$ cat src/rtl/reg_wb_pipe.sv
// reg_wb_pipe: MEM->WB pipeline register with skid buffer, flush, x0 guard and writeback forwarding
module reg_wb_pipe #(
  parameter int DATA_W     = 32,
  parameter int ADDR_W     = 5,
  parameter int ZERO_GUARD = 1,
  parameter int CNT_W      = 16
) (
  input  logic              clk,
  input  logic              reset,
  input  logic              flush,
  input  logic              in_valid,
  output logic              in_ready,
  input  logic [DATA_W-1:0] in_data,
  input  logic [ADDR_W-1:0] in_addr,
  input  logic              in_we,
  output logic              out_valid,
  input  logic              out_ready,
  output logic [DATA_W-1:0] out_data,
  output logic [ADDR_W-1:0] out_addr,
  output logic              out_we,
  input  logic [ADDR_W-1:0] fwd_addr,
  output logic              fwd_hit,
  output logic [DATA_W-1:0] fwd_data,
  output logic [CNT_W-1:0]  drop_cnt
);
  typedef enum logic [1:0] {EMPTY, ONE, FULL} state_t;
  state_t state, state_nxt;
  logic [DATA_W-1:0] main_data, skid_data;
  logic [ADDR_W-1:0] main_addr, skid_addr;
  logic main_we, skid_we, cap_we;
  logic accept, pop, ld_main_in, ld_main_skid, ld_skid;
  logic main_hit, skid_hit;
  logic [1:0] held;
  logic [CNT_W:0] drop_sum;
  assign in_ready  = state != FULL;
  assign out_valid = state != EMPTY;
  assign accept    = in_valid & in_ready & ~flush;
  assign pop       = out_valid & out_ready & ~flush;
  assign cap_we    = in_we & ~((ZERO_GUARD != 0) & (in_addr == '0));
  assign out_data  = main_data;
  assign out_addr  = main_addr;
  assign out_we    = out_valid & main_we;
  assign main_hit  = out_valid & main_we & (main_addr == fwd_addr) & (|fwd_addr);
  assign skid_hit  = (state == FULL) & skid_we & (skid_addr == fwd_addr) & (|fwd_addr);
  assign fwd_hit   = main_hit | skid_hit;
  assign fwd_data  = skid_hit ? skid_data : main_hit ? main_data : '0;
  assign held      = (state == FULL) ? 2'd2 : (state == ONE) ? 2'd1 : 2'd0;
  assign drop_sum  = {1'b0, drop_cnt} + (CNT_W+1)'(held);
  always_comb begin
    ld_main_in   = accept & ((state == EMPTY) | ((state == ONE) & pop));
    ld_main_skid = (state == FULL) & pop;
    ld_skid      = (state == ONE) & accept & ~pop;
    state_nxt    = flush ? EMPTY :
                   (state == EMPTY) ? (accept ? ONE : EMPTY) :
                   (state == ONE) ? (accept & ~pop ? FULL : ~accept & pop ? EMPTY : ONE) :
                   (pop ? ONE : FULL);
  end
  always_ff @(posedge clk) begin
    if (reset) state <= EMPTY;
    else state <= state_nxt;
  end
  always_ff @(posedge clk) begin
    if (reset) begin
      main_data <= '0;
      main_addr <= '0;
      main_we   <= 1'b0;
      skid_data <= '0;
      skid_addr <= '0;
      skid_we   <= 1'b0;
      drop_cnt  <= '0;
    end else begin
      if (ld_main_in) begin
        main_data <= in_data;
        main_addr <= in_addr;
        main_we   <= cap_we;
      end else if (ld_main_skid) begin
        main_data <= skid_data;
        main_addr <= skid_addr;
        main_we   <= skid_we;
      end
      if (ld_skid) begin
        skid_data <= in_data;
        skid_addr <= in_addr;
        skid_we   <= cap_we;
      end
      if (flush) drop_cnt <= drop_sum[CNT_W] ? '1 : drop_sum[CNT_W-1:0];
    end
  end
endmodule

$ cat config.mk
export PLATFORM = sky130hd
export DESIGN_NAME = reg_wb_pipe
export DESIGN_NICKNAME = d
export VERILOG_FILES = /design/src/rtl/reg_wb_pipe.sv
export SDC_FILE = /design/constraint.sdc
export NUM_CORES = 1
export LEC_CHECK = 0
export ABC_AREA = 1
export CORE_MARGIN = 5
export CORE_UTILIZATION = 37
export CTS_BUF_LIST = sky130_fd_sc_hd__clkbuf_8
export DETAILED_ROUTE_END_ITERATION = 7
export PLACE_DENSITY = 0.7
export SYNTH_ARGS = -nofsm -noshare
export SYNTH_HDL_FRONTEND = slang
export SYNTH_SLANG_ARGS = --single-unit
$ cat constraint.sdc
create_clock -name clk -period 1.7 [get_ports clk]
set_clock_uncertainty 0.1 [all_clocks]
set_input_delay 0.17 -clock clk [delete_from_list [all_inputs] [get_ports clk]]
set_output_delay 0.17 -clock clk [all_outputs]
set_load 0.05 [all_outputs]
==> results of run 1 <==
[worst max-delay path, cell delays in order (launching register included)]
cell and delay [ns]:
dfxtp_2 0.34, xor2_1 0.17, a21oi_1 0.21, nand2_2 0.12
nor2_4 0.12, buf_12 0.15, clkbuf_16 0.15, nand3_1 0.13
o21ai_4 0.11, buf_12 0.15
[layout make-up]
type	count	area share
Multi-Input combinational cell	456	0.396
Timing Repair Buffer	222	0.311
Sequential cell	94	0.210
Inverter	81	0.0366
Tap cell	172	0.0237
Clock buffer	10	0.0152
Clock inverter	6	0.00744
[sequential cells by signal (all words and copies together), names as in the netlist]
register,count
drop_cnt,16
skid_addr,5
skid_data,32
out_addr,5
out_data,32
main_we,1
skid_we,1
state,2
[synthesized netlist by cell type (all sizes together)]
cell,count
nand2,174
dfxtp,94
inv,80
o21ai,77
a21oi,54
nand3,49
a31oi,37
nor2,32
buf,25
clkbuf,15
xor2,8
nand4,6
nor3,6
ha,3
and3,2
xnor2,2
a211oi,1
clkinv,1
nand3b,1
o21bai,1
[path summary, 6_finish.rpt]
path / from / cells after the start / endpoint
max: out_addr[2] / 9 / fwd_data[11]
max reg2reg: state[1] / 14 / drop_cnt[5]
min: reset / 4 / drop_cnt[6]
min reg2reg: skid_data[31] / 2 / out_data[31]
[power groups by stage]
stage	registers, mW	clock network, mW	logic [mW]
2_1_floorplan	2.50	0	0.213
3_3_place_gp	2.35	0	0.648
3_5_place_dp	2.35	0	0.660
4_1_cts	2.31	1.60	0.844
5_1_grt	2.33	1.72	1.01
6_report	2.33	1.63	0.969
[cells by family (layout without fill, tap and decap cells)]
group / count (synthesis) / count (layout) / share of synthesized area
AO/OA/AOI/OAI: 170 / 170 / 0.206
XOR/XNOR: 10 / 10 / 0.0186
adder cells (fa/ha/maj): 3 / 3 / 0.00795
buffers and inverters: 121 / 319 / 0.119
flip-flops: 94 / 94 / 0.399
AND/OR/NAND/NOR: 270 / 273 / 0.250
[cell usage in the layout (no fill, tap or decap), drive strengths merged, types with 33 or more instances in the layout]
master	n
o21ai	77
a21oi	54
clkdlybuf4s50	45
buf	169
nand3	51
nand2	174
nor2	33
dfxtp	94
inv	82
a31oi	37
[layer usage]
metal | share of wire | wire length [um] | global-route usage
met5 | 0 | 0 | 0
met3 | 0.087 | 1880 | 0.0407
met2 | 0.51 | 11000 | 0.415
met4 | 0.030 | 637 | 0.0749
met1 | 0.37 | 8030 | 0.285
[timing repair]
item                       in CTS  in global routing
pin swaps                      34                 56
setup endpoints to repair      83                124
gates cloned                   10                 11
gates resized for setup        89                208
buffers inserted               13                 19
==> flow_metrics.tcl, run 1 <==
set metrics [dict create \
    synth_top_cell_area_share 0.399 \
    insertion_delay_ns 0.40 \
    ctsHoldBuffers 0 \
    swShare 0.308 \
    ff_latch_area_um2 1910 \
    yosys-top-cells-area "dfxtp_1, nand2_1, inv_1" \
    power.net_switching_mw 1.52 \
    num_rows 41 \
    port_buffers 136 \
    synth_nets 719 \
    grt_usage 0.233 \
    critical_path_class "register to output pin" \
    p_clk_frac 0.330 \
    fin_setup_tns_ns -22.42 \
    crit_fanout 6 \
    yosysWarnings 0 \
    via_count 5853 \
    grt-ovfl-total 0 \
    drt_pass1_iterations 5 \
    drv_cap 0 \
    tightest_slew_ns 0.719 \
    r2r_slack_ns -0.21 \
    ys_seq_elements 94 \
    syn-cell-area_um2 4720 \
    final-setup-viol-count 85 \
    yosysUniqueCellTypes 33 \
    vias_per_cell 5.62 \
    worst_ep_required_time_ns 1.43 \
    total_power_mw 4.92 \
    die_w_um 123 \
    fin_area_um2 9080 \
    num_antenna_cells 0 \
    initial_utilization 0.376 \
    syn_to_final_growth_pct 92.4 \
    placed_area_um2 7120 \
    crit_arrival_ns 2.06 \
    first_iter_violations 614 \
    yosysTopAreaCell "dfxtp_1" \
    status "finished, violations left" \
    max_freq_ghz 0.429 \
    violations "negative setup slack" \
    gp_congestion 0.906 \
    grt_max_degree 47 \
    p_seq_frac 0.473 \
    wl_um 21600 \
    antenna_found_initial 0 \
    synth_seq_area_share 0.399 \
    layout.cells.non_filler 1041 \
    relSlewSlack 0.520 \
    io_pins 137 \
    grt_pass1_vias 5387 \
    utilization 0.723 \
    ant_nets 0 \
    min_period_over_period 1.37 \
    cts_buffers 9 \
    p_per_area_nw_per_um2 542 \
    nFillCells 812 \
    dp_cells 981 \
    p_leak_nw 3.45 \
    pwr-share-comb 0.197 \
    cp-end-kind "output pin" \
    netlist_instances 668 \
    path_clk_slew_ns 0.11 \
    min_path_type "primary input to register" \
    clock_sinks 94 \
    htreeDepth 3 \
    nets 915 \
    vdd_drop_max_mv 0.368 \
    rsz0062_at_grt "yes" \
    synth.avg_cell_area_um2 7.07 \
    multi_input_area_um2 3590 \
    clock-root-buffer "clkbuf_8" \
    fin_crit_ns 2.33 \
    place_ws_ns -0.539 \
    layout-drive-gt1-share 0.484 \
    die_h_um 123 \
    hpwl_um 11100 \
    dieArea_um2 15100 \
    fin_ws_ns -0.630 \
    drc_errors 0 \
    clk_path_buf_depth 2 \
    drv_slew 0 \
    wl_per_cell_um 20.7 \
    grt_pass1_wl_um 27500 \
    hold_ws_ns 0.170 \
    core_region_area_um2 12600 \
    crit_path_start_kind "register" \
    cts_tree "built" \
    internal_power_mw 3.40 \
    finalHoldViolCount 0 \
]
No activity file was read; power rests on OpenSTA's default activity.
==> run 2: changes to the inputs <==
--- a/config.mk
+++ b/config.mk
@@ -8,7 +8,6 @@
 export ABC_AREA = 1
 export CORE_MARGIN = 5
 export CORE_UTILIZATION = 37
-export CTS_BUF_LIST = sky130_fd_sc_hd__clkbuf_8
 export DETAILED_ROUTE_END_ITERATION = 7
 export PLACE_DENSITY = 0.7
 export SYNTH_ARGS = -nofsm -noshare
==> run 2 against run 1 <==
Largest power group unchanged. Non-clock buffer count down 10. Combinational power down 20%. Hold slack better by 0.043 ns. The run still ends with negative setup slack left. Largest cell class unchanged. Sequential cell count unchanged. Via count down 4.3%. Global-route usage up 0.60 points.
==> flow_metrics.tcl, run 2 (synthesis gave the netlist of run 1 again) <==
set metrics [dict create \
    clk_path_buf_depth 2 \
    cpLargestDelayFamily "buffers and inverters" \
    crit_arrival_ns 1.92 \
    rsz0062_at_grt "yes" \
    core_region_area_um2 12600 \
    grt_max_degree 47 \
    cp.depth 10 \
    die_h_um 123 \
    wl_per_cell_um 18.8 \
    pwr-share-comb 0.149 \
    p_clk_frac 0.406 \
    dp_cells 981 \
    min_path_type "primary input to register" \
    drc_errors 0 \
    antenna_found_initial 0 \
    p_seq_frac 0.445 \
    cp-end-kind "output pin" \
    first_iter_violations 619 \
    r2r_slack_ns -0.15 \
    tightest_slew_ns 0.654 \
    grt_usage 0.239 \
    total_power_mw 5.22 \
    worstRegToRegCells 14 \
    fin_ws_ns -0.485 \
    swShare 0.279 \
    die_w_um 123 \
    final_common_cell "nand2_1" \
    power.net_switching_mw 1.46 \
    crit_top_cell "buf_12" \
    layout.cells.non_filler 1030 \
    r2r_end "drop_cnt[5]" \
    crit_fanout 8 \
    timing.rr.start "state[1]" \
    internal_power_mw 3.76 \
    worstSetupStartpoint "state[0]" \
    fin_setup_tns_ns -16.22 \
    max_freq_ghz 0.458 \
    status "finished, violations left" \
    path_buf_inv 5 \
    num_rows 41 \
    insertion_delay_ns 0.35 \
    clock_sinks 94 \
    drv_cap 0 \
    relSlewSlack 0.564 \
    violations "negative setup slack" \
    p_per_area_nw_per_um2 599 \
    place_ws_ns -0.539 \
    initial_utilization 0.376 \
    critical_path_class "register to output pin" \
    max_stage_delay_ns 0.36 \
    crit_chain "inv_6 > nand2_8 > inv_6 > nand2_4 > nor3_4 > nand2_4 > buf_12 > buf_12 > o21ai_4 > buf_12" \
    syn_to_final_growth_pct 84.3 \
    nets 904 \
    drt_pass1_iterations 5 \
    cts_tree "built" \
    io_pins 137 \
    grt_pass1_wl_um 28300 \
    worst_ep_required_time_ns 1.43 \
    fin_crit_ns 2.19 \
    num_antenna_cells 0 \
    gp_congestion 0.906 \
    vdd_drop_max_mv 0.431 \
    endpoint "fwd_data[4]" \
    layout-drive-gt1-share 0.396 \
    dieArea_um2 15100 \
    clock-root-buffer "clkbuf_16" \
    htreeDepth 3 \
    finalHoldViolCount 0 \
    hpwl_um 11100 \
    final_cell_mix "nand2_1, buf_4, dfxtp_1, inv_1, buf_12" \
    hold_ws_ns 0.213 \
    path_clk_slew_ns 0.07 \
    drv_slew 0 \
    vias_per_cell 5.44 \
    critPathSlowestCell "dfxtp_4" \
    min_period_over_period 1.29 \
    cts_buffers 9 \
    via_count 5603 \
    port_buffers 136 \
    wl_um 19400 \
    final-setup-viol-count 47 \
    ant_nets 0 \
    grt_pass1_vias 5608 \
    grt-ovfl-total 0 \
    p_leak_nw 3.28 \
    ctsHoldBuffers 0 \
    crit_path_start_kind "register" \
]
-- run 2: how the worst min path moves through the flow --
stage / from / to / slack, ns / depth (start not counted)
floorplan: in_addr[4] / out_addr[4] / 0.23 / 2
global placement: skid_data[26] / out_data[26] / 0.37 / 2
detailed placement: skid_data[7] / out_data[7] / 0.38 / 2
CTS: reset / drop_cnt[5] / 0.20 / 4
global route: reset / drop_cnt[5] / 0.23 / 4
finish: reset / drop_cnt[6] / 0.21 / 4
-- run 2: metrics by stage --
| step | cell area [um^2] | utilization |
|---|---|---|
| 2_1_floorplan | 5170 | - |
| 3_3_place_gp | 7120 | 0.566 |
| 3_5_place_dp | 7120 | 0.566 |
| 4_1_cts | 8400 | 0.669 |
| 5_1_grt | 8700 | 0.692 |
| 6_report | 8700 | 0.692 |
-- run 2: power by group through the flow --
| stage | clock network [mW] | registers [mW] | logic, mW |
|---|---|---|---|
| 6_report | 2.12 | 2.32 | 0.775 |
| 3_3_place_gp | 0 | 2.35 | 0.648 |
| 2_1_floorplan | 0 | 2.50 | 0.213 |
| 5_1_grt | 2.23 | 2.33 | 0.816 |
| 3_5_place_dp | 0 | 2.35 | 0.660 |
| 4_1_cts | 2.11 | 2.32 | 0.734 |
-- run 2: repair_timing --
action,4_1_cts,5_1_grt
setup buffers,21,2
pin swaps,36,22
setup endpoints to repair,83,103
gates cloned,10,3
resized for setup,119,74
-- run 2: cell type report --
type | count | area, um^2
clock inverters | 6 | 67.6
inverters | 81 | 323
multi-input cells | 455 | 3320
repair buffers | 212 | 2630
flip-flops and latches | 94 | 1910
clock buffers | 10 | 239
well taps | 172 | 215
fillers | 879 | 3870
-- run 2: layer usage --
metal,vias up,track usage,part of all wire
li1,2579,-,-
met1,2666,0.294,0.39
met2,301,0.412,0.50
met3,57,0.0489,0.080
met4,0,0.0910,0.030
met5,-,0,0
-- run 2: worst register-to-register path, delay by kind of cell (launching register included) --
kind,cells,cell delay [ns]
fa+ha+maj,2,0.28
flops,1,0.38
buf+inv,3,0.23
simple gates,9,0.83
==> run 3: changes to the inputs <==
--- a/config.mk
+++ b/config.mk
@@ -6,10 +6,10 @@
 export NUM_CORES = 1
 export LEC_CHECK = 0
 export ABC_AREA = 1
-export CORE_MARGIN = 5
+export CORE_MARGIN = 10
 export CORE_UTILIZATION = 37
 export DETAILED_ROUTE_END_ITERATION = 7
-export PLACE_DENSITY = 0.7
+export PLACE_DENSITY = 0.68
 export SYNTH_ARGS = -nofsm -noshare
 export SYNTH_HDL_FRONTEND = slang
 export SYNTH_SLANG_ARGS = --single-unit
==> constraint.sdc (replaced) <==
create_clock -name clk -period 2.5 [get_ports clk]
set_clock_uncertainty 0.1 [all_clocks]
set_input_delay 0.25 -clock clk [delete_from_list [all_inputs] [get_ports clk]]
set_output_delay 0.25 -clock clk [all_outputs]
set_load 0.05 [all_outputs]
==> run 3 against run 2 <==
The run now ends clean. Sequential cell count is the same. Total power is 36% lower. Design area decreased by 21%. Largest power group unchanged.
==> flow_metrics.tcl, run 3 (synthesis gave the netlist of run 1 again) <==
set metrics [dict create \
    status "finished clean" \
    initial_utilization 0.376 \
    grt_max_degree 48 \
    layout.cells.non_filler 967 \
    cts_buffers 9 \
    place_ws_ns 0.219 \
    wl_um 15400 \
    final_cell_mix "nand2_1, clkdlybuf4s50_1, dfxtp_1, inv_1, a21oi_1" \
    io_pins 137 \
    cts_tree "built" \
    path_clk_slew_ns 0.07 \
    rsz0062_at_grt "no" \
    dieArea_um2 17700 \
    wl_per_cell_um 15.9 \
    multi_input_area_um2 2350 \
    cp-end-kind "output pin" \
    drt_pass1_iterations 5 \
    min_path_type "register to register" \
    ant_nets 0 \
    insertion_delay_ns 0.35 \
    p_per_area_nw_per_um2 484 \
    total_power_mw 3.33 \
    syn_to_final_growth_pct 45.7 \
    htreeDepth 3 \
    core_region_area_um2 12600 \
    grt_usage 0.170 \
    worstRegToRegCells 14 \
    relSlewSlack 0.607 \
    num_antenna_cells 0 \
    fin_ws_ns 0.133 \
    r2r_end "drop_cnt[5]" \
    utilization 0.547 \
    worst_ep_required_time_ns 2.15 \
    crit_fanout 14 \
    max_freq_ghz 0.423 \
    crit_arrival_ns 2.02 \
    nets 841 \
    layout-drive-gt1-share 0.150 \
    ctsHoldBuffers 0 \
    num_rows 41 \
    port_buffers 136 \
    fin_crit_ns 2.37 \
    fin_area_um2 6880 \
    min_period_over_period 0.947 \
    timing.rr.start "state[0]" \
    grt-ovfl-total 0 \
    nFillCells 1181 \
    crit_path_start_kind "register" \
    antenna_found_initial 0 \
    hpwl_um 11100 \
    drc_errors 0 \
    drv_cap 0 \
    final-setup-viol-count 0 \
    critical_path_class "register to output pin" \
    r2r_slack_ns 0.30 \
    tightest_slew_ns 0.590 \
    grt_pass1_wl_um 24900 \
    fin_setup_tns_ns 0 \
    drv_slew 0 \
    grt_pass1_vias 4960 \
    clock_sinks 94 \
    die_h_um 133 \
    hold_depth 2 \
    p_leak_nw 2.50 \
    hold_ws_ns 0.378 \
    via_count 4975 \
    first_iter_violations 369 \
    dp_cells 951 \
    ff_latch_area_um2 1880 \
    gp_congestion 0.831 \
    min_from "skid_addr[4]" \
    die_w_um 133 \
    vias_per_cell 5.14 \
    clk_path_buf_depth 2 \
    finalHoldViolCount 0 \
    placed_area_um2 6590 \
    vdd_drop_max_mv 0.278 \
    clock-root-buffer "clkbuf_16" \
    whs_endpoint "skid_addr[4]" \
    final_common_cell "nand2_1" \
]
==> run 3: cell count changes in the layout (fill, tap and decap cells not counted), sizes merged, moves of 2 or more <==
cell | previous run | this run
clkdlybuf4s50 | 42 | 102
clkbuf | 13 | 9
clkinvlp | 0 | 2
buf | 163 | 49
dlygate4sd2 | 3 | 0
==> run 3: how the worst max path moves through the flow <==
stage | end | start
floorplan | fwd_hit | state[1]
finish | fwd_data[4] | state[0]
detailed placement | fwd_data[2] | fwd_addr[1]
global route | fwd_data[0] | state[0]
global placement | fwd_data[2] | fwd_addr[1]
CTS | fwd_data[2] | state[1]
==> run 3: worst max-delay path, cell delays in order (launching register included) <==
cell and delay (ns):
dfxtp_1 0.44, nor2_1 0.13, nor2_2 0.15, nand3_1 0.16
nor2_2 0.15, buf_4 0.24, nand3_1 0.13, o21ai_2 0.10
buf_12 0.16
==> run 3: power breakdown <==
group          switching (mW)  total [mW]  internal (mW)
Sequential             0.0310        1.57           1.53
Combinational           0.265       0.434          0.169
Clock                   0.636        1.33          0.694
==> run 3: repair_timing <==
item | CTS | global route
resized for setup | 0 | 1
endpoints found under the setup margin | 0 | 32
buffers inserted | 0 | 0
==> run 3: cell type report <==
cell class                      instances  area share
Multi-Input combinational cell        453       0.341
Sequential cell                        94       0.274
Timing Repair Buffer                  151       0.267
Inverter                               81      0.0448
Clock buffer                            9      0.0327
Tap cell                              172      0.0313
Clock inverter                          7     0.00891
==> run 3: metal layers <==
layer / track usage / vias up / part of all wire
li1: - / 2435 / -
met2: 0.294 / 171 / 0.48
met1: 0.192 / 2346 / 0.42
met5: 0 / - / 0
met3: 0.0488 / 23 / 0.072
met4: 0.0666 / 0 / 0.024
